File: src/rtl/ram_burst_pkg.sv
// Shared widths and FSM state encoding for the RAM burst master and its read skid buffer.
package ram_burst_pkg;

  localparam int DATA_W = 32;
  localparam int ADDR_W = 14;
  localparam int LEN_W  = 9;

  typedef enum logic [2:0] {
    ST_IDLE  = 3'd0,
    ST_WRITE = 3'd1,
    ST_READ  = 3'd2,
    ST_DRAIN = 3'd3,
    ST_DONE  = 3'd4
  } burst_state_e;

  // Reads in flight toward the skid buffer plus words already parked in it.
  function automatic logic [1:0] inFlight(input logic outstanding, input logic [1:0] occupancy);
    return {1'b0, outstanding} + occupancy;
  endfunction

endpackage

File: src/rtl/ram_rd_skid.sv
// Two-entry valid/ready FIFO that catches RAM read returns so rd_ready never stalls the RAM pipeline.
module ram_rd_skid #(
  parameter int DATA_W = ram_burst_pkg::DATA_W
) (
  input  logic              clk_i,
  input  logic              rst_ni,
  input  logic              push_i,
  input  logic [DATA_W-1:0] pushData_i,
  input  logic              pop_i,
  output logic [DATA_W-1:0] popData_o,
  output logic              valid_o,
  output logic [1:0]        count_o
);
  import ram_burst_pkg::*;

  logic [DATA_W-1:0] mem_q [2];
  logic              wrPtr_q;
  logic              rdPtr_q;
  logic [1:0]        count_q;
  logic              pushEn;
  logic              popEn;

  assign pushEn    = push_i && (count_q != 2'd2);
  assign popEn     = pop_i && (count_q != 2'd0);
  assign popData_o = mem_q[rdPtr_q];
  assign valid_o   = (count_q != 2'd0);
  assign count_o   = count_q;

  always_ff @(posedge clk_i or negedge rst_ni) begin
    if (!rst_ni) begin
      mem_q[0] <= '0;
      mem_q[1] <= '0;
      wrPtr_q  <= 1'b0;
      rdPtr_q  <= 1'b0;
      count_q  <= 2'd0;
    end else begin
      if (pushEn) begin
        mem_q[wrPtr_q] <= pushData_i;
        wrPtr_q        <= ~wrPtr_q;
      end
      if (popEn) begin
        rdPtr_q <= ~rdPtr_q;
      end
      case ({pushEn, popEn})
        2'b10:   count_q <= count_q + 2'd1;
        2'b01:   count_q <= count_q - 2'd1;
        default: count_q <= count_q;
      endcase
    end
  end

endmodule

File: src/rtl/ram_burst_master.sv
// Burst initiator for a single-port word RAM: write bursts drain a stream into RAM,
// read bursts stream RAM words out with backpressure through a two-entry skid buffer.
module ram_burst_master #(
  parameter int DATA_W = ram_burst_pkg::DATA_W,
  parameter int ADDR_W = ram_burst_pkg::ADDR_W,
  parameter int LEN_W  = ram_burst_pkg::LEN_W
) (
  input  logic              clk_i,
  input  logic              rst_ni,
  input  logic              cmd_valid_i,
  output logic              cmd_ready_o,
  input  logic              cmd_write_i,
  input  logic [ADDR_W-1:0] cmd_addr_i,
  input  logic [LEN_W-1:0]  cmd_len_i,
  input  logic              wr_valid_i,
  output logic              wr_ready_o,
  input  logic [DATA_W-1:0] wr_data_i,
  output logic              rd_valid_o,
  input  logic              rd_ready_i,
  output logic [DATA_W-1:0] rd_data_o,
  output logic              busy_o,
  output logic              done_o,
  output logic [ADDR_W-1:0] ram_addr_o,
  output logic [DATA_W-1:0] ram_d_o,
  output logic              ram_wren_o,
  input  logic [DATA_W-1:0] ram_q_i
);
  import ram_burst_pkg::*;

  localparam logic [2:0] S_IDLE  = ST_IDLE;
  localparam logic [2:0] S_WRITE = ST_WRITE;
  localparam logic [2:0] S_READ  = ST_READ;
  localparam logic [2:0] S_DRAIN = ST_DRAIN;
  localparam logic [2:0] S_DONE  = ST_DONE;

  logic [2:0]        state_q, state_d;
  logic [ADDR_W-1:0] curAddr_q, curAddr_d;
  logic [LEN_W-1:0]  remaining_q, remaining_d;
  logic              outstanding_q;
  logic              armed_q;

  logic              cmdReady;
  logic              wrBeat;
  logic              rdIssue;
  logic              rdPop;
  logic              skidValid;
  logic [1:0]        skidCount;
  logic [DATA_W-1:0] skidData;
  logic              lastWord;

  ram_rd_skid #(
    .DATA_W(DATA_W)
  ) u_skid (
    .clk_i      (clk_i),
    .rst_ni     (rst_ni),
    .push_i     (outstanding_q),
    .pushData_i (ram_q_i),
    .pop_i      (rdPop),
    .popData_o  (skidData),
    .valid_o    (skidValid),
    .count_o    (skidCount)
  );

  // A slot freed by this cycle's pop may be reused by this cycle's issue, which keeps
  // one word per cycle flowing while the in-flight total never exceeds two.
  assign cmdReady = (state_q == S_IDLE) && armed_q;
  assign wrBeat   = (state_q == S_WRITE) && wr_valid_i;
  assign rdPop    = skidValid && rd_ready_i;
  assign rdIssue  = (state_q == S_READ) &&
                    ((inFlight(outstanding_q, skidCount) < 2'd2) || rdPop);
  assign lastWord = (remaining_q == LEN_W'(1));

  always_comb begin
    state_d     = state_q;
    curAddr_d   = curAddr_q;
    remaining_d = remaining_q;
    case (state_q)
      S_IDLE: begin
        if (cmd_valid_i && cmdReady) begin
          curAddr_d   = cmd_addr_i;
          remaining_d = cmd_len_i;
          if (cmd_len_i == '0) begin
            state_d = S_DONE;
          end else if (cmd_write_i) begin
            state_d = S_WRITE;
          end else begin
            state_d = S_READ;
          end
        end
      end
      S_WRITE: begin
        if (wrBeat) begin
          curAddr_d   = curAddr_q + ADDR_W'(1);
          remaining_d = remaining_q - LEN_W'(1);
          if (lastWord) begin
            state_d = S_DONE;
          end
        end
      end
      S_READ: begin
        if (rdIssue) begin
          curAddr_d   = curAddr_q + ADDR_W'(1);
          remaining_d = remaining_q - LEN_W'(1);
          if (lastWord) begin
            state_d = S_DRAIN;
          end
        end
      end
      S_DRAIN: begin
        if (!outstanding_q && ((skidCount == 2'd0) || ((skidCount == 2'd1) && rdPop))) begin
          state_d = S_DONE;
        end
      end
      S_DONE: begin
        state_d = S_IDLE;
      end
      default: begin
        state_d = S_IDLE;
      end
    endcase
  end

  // armed_q holds cmd_ready low until the first clock edge after reset is released.
  always_ff @(posedge clk_i or negedge rst_ni) begin
    if (!rst_ni) begin
      state_q       <= S_IDLE;
      curAddr_q     <= '0;
      remaining_q   <= '0;
      outstanding_q <= 1'b0;
      armed_q       <= 1'b0;
    end else begin
      state_q       <= state_d;
      curAddr_q     <= curAddr_d;
      remaining_q   <= remaining_d;
      outstanding_q <= rdIssue;
      armed_q       <= 1'b1;
    end
  end

  assign cmd_ready_o = cmdReady;
  assign wr_ready_o  = (state_q == S_WRITE);
  assign rd_valid_o  = skidValid;
  assign rd_data_o   = skidData;
  assign busy_o      = (state_q == S_WRITE) || (state_q == S_READ) || (state_q == S_DRAIN);
  assign done_o      = (state_q == S_DONE);
  assign ram_addr_o  = ((state_q == S_WRITE) || (state_q == S_READ)) ? curAddr_q : '0;
  assign ram_d_o     = wrBeat ? wr_data_i : '0;
  assign ram_wren_o  = wrBeat;

endmodule

File: config.mk
export PLATFORM = sky130hd
export DESIGN_NAME = ram_burst_master
export DESIGN_NICKNAME = d
export VERILOG_FILES = /design/src/rtl/ram_burst_pkg.sv /design/src/rtl/ram_rd_skid.sv /design/src/rtl/ram_burst_master.sv
export SDC_FILE = /design/constraint.sdc
export NUM_CORES = 1
export LEC_CHECK = 0
export BUFFER_PORTS_ARGS = -buffer_cell sky130_fd_sc_hd__buf_2
export CAP_MARGIN = 30
export CORE_UTILIZATION = 30
export DETAILED_ROUTE_END_ITERATION = 10
export PLACE_DENSITY = 0.58
export SYNTH_ARGS = -nofsm -noshare
export SYNTH_HDL_FRONTEND = slang
export SYNTH_HIERARCHICAL = 1
export SYNTH_SLANG_ARGS = --single-unit
File: constraint.sdc
create_clock -name clk_i -period 3.63 [get_ports clk_i]
set_clock_uncertainty 0.1 [all_clocks]
set_input_delay 0.5445 -clock clk_i [delete_from_list [all_inputs] [get_ports clk_i]]
set_output_delay 0.5445 -clock clk_i [all_outputs]
set_load 0.05 [all_outputs]
# Word-level counts from Yosys, hierarchy flattened
# Cells that the tools add are included.
# totals
regBits	96
input_bits	93
out_inout_bits	84
# classes
add_sub_neg	5
order_cmp	4
n_eq_ne	15
mux	26
n_bitwise	4
reduce_logical	23
# ops
operator	count
32-bit 2-to-1 mux	5
64-bit bitwise mux	1
14-bit 2-to-1 mux	4
14-bit case mux with 3 select lines	1
32-bit demux with 1-bit select	1
9-bit 2-to-1 mux	3
9-bit case mux with 3 select lines	1
3-bit 2-to-1 mux	7
14-bit by 1-bit adder with 14-bit output, second input constant	1
3-bit case mux with 4 select lines	1
1-bit logical AND	10
9-bit by 1-bit == test with 1-bit output, second input constant	1
9-bit logical NOT	1
9-bit by 1-bit subtractor with 9-bit output, second input constant	1
2-bit inequality test, second input constant	4
3-bit by 2-bit == test with 1-bit output, second input constant	2
2-bit by 1-bit inequality test with 1-bit output, second input constant	3
6-bit AND reduction	1
2-bit by 1-bit == test with 1-bit output, second input constant	2
2-bit greater-or-equal comparator, second input constant	2
1-bit logical OR	4
1-bit inverter with 2-bit output	2
2-bit case mux with 2 select lines	1
4-bit AND reduction	1
other kinds (15)	17

# Depth between registers and ports, before layout
# logic_depth
word_depth	7
mapped_depth	8
depth_no_buf	8

# Cells and area by module
# The synthesis kept the hierarchy.
# by_module_without_submodules
module	n_inst	cells_each	area_each_um2	seq_area_each_um2
ram_rd_skid	1	189	3279.4	1701.6
ram_burst_master	1	276	2316.0	700.7

# Least setup slack after synthesis
# Ideal clock, no wire load.
# synth_path
kind	register -> output
start	register state_q[1]
end	output port ram_d_o[22]
arrival_ps	2105
t_required_ps	2985
path_slack_ps	881
path_stages_with_launch	6
path_buffers	2
path_cell_list	dfrtp_1 > buf_4 > nor2_1 > and3_1 > clkbuf_1 > and2_1
# synth_via
elab_chain_len	3
# synth_rtl
element	line_no	text
from (decl)	ram_burst_master.sv:36	logic [2:0] state_q, state_d;
from (signal assigned)	ram_burst_master.sv:132	state_q <= state_d;
3-bit by 1-bit == test with 1-bit output	ram_burst_master.sv:67	assign wrBeat = (state_q == S_WRITE) && wr_valid_i;
1-bit logical AND	ram_burst_master.sv:67	
named net ram_wren_o	ram_burst_master.sv:25	output logic ram_wren_o,
32-bit 2-to-1 mux	ram_burst_master.sv:147	assign ram_d_o = wrBeat ? wr_data_i : '0;
to (decl)	ram_burst_master.sv:24	output logic [DATA_W-1:0] ram_d_o,
# The timed path passes the listed nets, and every way through them passes these cells.

# Worst setup path in the final report
# layout_path
start	register state_q[1]
end	output port ram_d_o[20]
# layout_via
elab_chain_len	3
# layout_rtl
element	line_no
3-bit by 1-bit == test with 1-bit output	ram_burst_master.sv:67
1-bit logical AND	ram_burst_master.sv:67
32-bit 2-to-1 mux	ram_burst_master.sv:147
# No other way between the ends.

==> flow_metrics.env <==
export IMPL_post_route_cells_drive_above_1_share=0.498
export IMPL_synthesis_yosys_warnings=6
export IMPL_later_pin_clock_latency_in_the_skew_report_ns=0.35
export IMPL_drt_first_pass_iters=7
export IMPL_detail_route_vias_per_cell=5.09
export IMPL_synth_fp_nets=562
export IMPL_synth_ff_latch_count=96
export IMPL_io_buffer_count=176
export IMPL_ioPinCount=177
export IMPL_maxSlewHeadroom=0.324
export IMPL_design_final_nets=725
export IMPL_worstSetupPathType="register to output port"
export IMPL_crit_required_ns=2.99
export IMPL_totalNegativeSetupSlack_ns=0
export IMPL_synth_top_cell_area_share=0.429
export IMPL_longest_clk_path_bufs=2
export IMPL_report_final_setup_viol=0
export IMPL_vias=4387
export IMPL_areaGrowthSynthToFinish_pct=22.8
export IMPL_final_period_utilization=0.851
export IMPL_grt_overflow_total=0
export IMPL_largest_net_degree_at_the_start_of_global_routing=53
export IMPL_max_cap_violations=0
export IMPL_final_min_clock_period_ns=3.09
export IMPL_cts_stage_hold_buffer_count=0
export IMPL_critPathCaptureType="output port"
export IMPL_nature_of_the_critical_path_startpoint="register"
export IMPL_timing_critical_path_arrival_ns=2.45
export IMPL_grt_total_usage=0.155
export IMPL_synth_edf_count=0
export IMPL_layoutNonFillerInstCount=862
export IMPL_post_cts_resized=0
export IMPL_synth_async_sr_flop_share=1.00
export IMPL_post_place_cells=846
export IMPL_post_synth_cell_area_avg_um2=12.0
export IMPL_grt_antenna_before_repair=0
export IMPL_filler_cell_count=1780
export IMPL_timing_final_hold_violations=0
export IMPL_first_iter_violations=205
export IMPL_cts_buffers_inserted=9
export IMPL_start_util=0.308
export IMPL_post_cts_repair_setup_buffers=0
export IMPL_seq_total_area_yosys=0.429
export IMPL_timing_max_transition_violations_final=0
export IMPL_placed_area_um2=6590
export IMPL_rsz_0062_raised_after_global_routing="false"
export IMPL_actual_transition_at_the_worst_max_transition_pin_ns=1.01
export IMPL_hold_slack_ns=0.132
export IMPL_footprint_of_the_multi_input_gates_um2=2880
export IMPL_ys_flop_type="sky130_fd_sc_hd__dfrtp_1"
export IMPL_number_of_remaining_drc_errors=16
export IMPL_fmax_mhz=324
export IMPL_critical_path_cell_chain="nor2_1 > and3_1 > and2_1 > buf_2"
export IMPL_sequential_cell_area_um2=2400
export IMPL_postRouteWirelength_um=14500
export IMPL_timing_critical_path_slowest_cell_delay_ns=0.70
export IMPL_htreeDepth=3
export IMPL_synth_cell_types=61
export IMPL_final_design_area_no_fill_um2=6870
export IMPL_final_antenna_net_count=0
export IMPL_netlist_instances=465
export IMPL_placementRows=49
export IMPL_synth_top_area_cell="sky130_fd_sc_hd__dfrtp_1"
export IMPL_antenna_diode_count=0
export IMPL_cp_slowest_cell="sky130_fd_sc_hd__and3_1"
export IMPL_design_die_area_um2=19200
export IMPL_grt_pass1_vias=4525
export IMPL_path_max_fanout=33
export IMPL_dpl_hpwl_um=10200
export IMPL_tritoncts="built"
export IMPL_cts_root_buffer="sky130_fd_sc_hd__clkbuf_16"
export IMPL_run_status="finished, violations left"
export IMPL_synthesis_area_um2=5600
export IMPL_global_route_wire_length_before_repair_um=23800
export IMPL_clock_sink_count=96
export IMPL_die_h_um=139
export IMPL_synth_top_cells_by_area="sky130_fd_sc_hd__dfrtp_1 (43%), sky130_fd_sc_hd__mux2_4 (16%), sky130_fd_sc_hd__mux2_2 (7.4%)"
export IMPL_failing_checks="design-rule violations"
export IMPL_hold_class="primary input to asynchronous set/reset pin"
export IMPL_clk_pin_slew_worst_paths_ns=0.07
export IMPL_gp_congestion=0.867
export IMPL_floorplan_die_width_um=139
export IMPL_fp_coreArea_um2=18100
export IMPL_detail_route_wl_per_cell_um=16.9
per-layer routing:
metal	vias to the layer above	GRT usage	routed length [µm]	share of wire
li1	2037	-	-	-
met1	2167	0.213	6600	0.45
met2	170	0.244	6810	0.47
met3	13	0.0325	938	0.065
met4	0	0.0455	189	0.013
met5	-	0	0	0
cells in the mapped netlist, types with 7 or more instances:
cell and number:
sky130_fd_sc_hd__dfrtp_1 96, sky130_fd_sc_hd__mux2_4 60, sky130_fd_sc_hd__mux2_2 37, sky130_fd_sc_hd__and2_1 33, sky130_fd_sc_hd__o211ai_1 17, sky130_fd_sc_hd__nor2_1 15
sky130_fd_sc_hd__a21oi_1 12, sky130_fd_sc_hd__and3_1 12, sky130_fd_sc_hd__inv_1 12, sky130_fd_sc_hd__nor3_1 12, sky130_fd_sc_hd__clkbuf_1 11, sky130_fd_sc_hd__o2bb2ai_1 11
sky130_fd_sc_hd__buf_2 10, sky130_fd_sc_hd__nand2_1 10, sky130_fd_sc_hd__nor4_1 9, sky130_fd_sc_hd__a22oi_1 8, sky130_fd_sc_hd__a31oi_1 7, sky130_fd_sc_hd__nand3_1 7
layout by cell type, fill, tap and decap left out, types with 5 or more instances in the layout:
cell / instances
sky130_fd_sc_hd__buf_2: 175
sky130_fd_sc_hd__dfrtp_1: 96
sky130_fd_sc_hd__mux2_4: 60
sky130_fd_sc_hd__mux2_2: 37
sky130_fd_sc_hd__and2_1: 33
sky130_fd_sc_hd__o211ai_1: 17
sky130_fd_sc_hd__nor2_1: 15
sky130_fd_sc_hd__inv_1: 12
sky130_fd_sc_hd__nor3_1: 12
sky130_fd_sc_hd__and3_1: 12
sky130_fd_sc_hd__a21oi_1: 12
sky130_fd_sc_hd__o2bb2ai_1: 11
sky130_fd_sc_hd__nand2_1: 10
sky130_fd_sc_hd__buf_4: 10
sky130_fd_sc_hd__nor4_1: 9
sky130_fd_sc_hd__clkbuf_16: 9
sky130_fd_sc_hd__a22oi_1: 8
sky130_fd_sc_hd__a31oi_1: 7
sky130_fd_sc_hd__nand3_1: 7
sky130_fd_sc_hd__nand4_1: 6
sky130_fd_sc_hd__o22ai_1: 5
layout make-up:
type	count	area share
multi-input combinational	323	0.419
sequential	96	0.350
timing repair buffer	186	0.141
tap	229	0.0417
clock buffer	10	0.0333
clock inverter	6	0.00783
inverter	12	0.00656
kinds of logic after synthesis:
| kind of cell | count (synthesis) | share of synthesized area |
|---|---|---|
| buf+inv | 46 | 0.0559 |
| fa+ha+maj | 4 | 0.00894 |
| mux | 99 | 0.239 |
| simple gates | 129 | 0.141 |
| other cells | 1 | 0.000670 |
| compound gates | 83 | 0.111 |
| xor+xnor | 7 | 0.0143 |
| flops | 96 | 0.429 |
state kept, by name (all words and copies together), names as in the netlist:
name / count
armed_q: 1
curAddr_q: 14
outstanding_q: 1
remaining_q: 9
state_q: 3
u_skid/count_o: 2
u_skid/mem_q: 64
u_skid/rdPtr_q: 1
u_skid/wrPtr_q: 1
worst max-delay path, delay by kind of cell (launching register included):
| kind | cells | cell delay (ns) |
|---|---|---|
| AND/OR/NAND/NOR | 3 | 1.26 |
| flip-flops | 1 | 0.57 |
| buffers and inverters | 1 | 0.27 |
worst paths after layout:
check | from | to | slack (ns) | depth (start not counted)
worst max-delay path | state_q[1] | ram_d_o[20] | 0.54 | 4
worst min-delay path | rst_ni | u_skid/mem_q[24] | 0.13 | 1
worst max register to register | u_skid/count_o[1] | remaining_q[8] | 0.94 | 5
worst min register to register | remaining_q[5] | remaining_q[5] | 0.40 | 1
max in group asynchronous | rst_ni | u_skid/mem_q[47] | 2.59 | 2
min in group clk_i | ram_q_i[12] | u_skid/mem_q[12] | 0.34 | 2
stage by stage:
| step | util | setup slack, ns |
|---|---|---|
| 5_1_grt | 0.379 | 0.334 |
| 3_5_place_dp | 0.363 | 0.929 |
| 3_3_place_gp | 0.363 | 1.02 |
| 4_1_cts | 0.379 | 0.537 |
| 2_1_floorplan | - | 0.881 |
| 6_report | 0.379 | 0.539 |
Power is left out: the tool's default activity adds up to more than one toggle a clock period on the data nets, which glitch-free logic cannot reach.
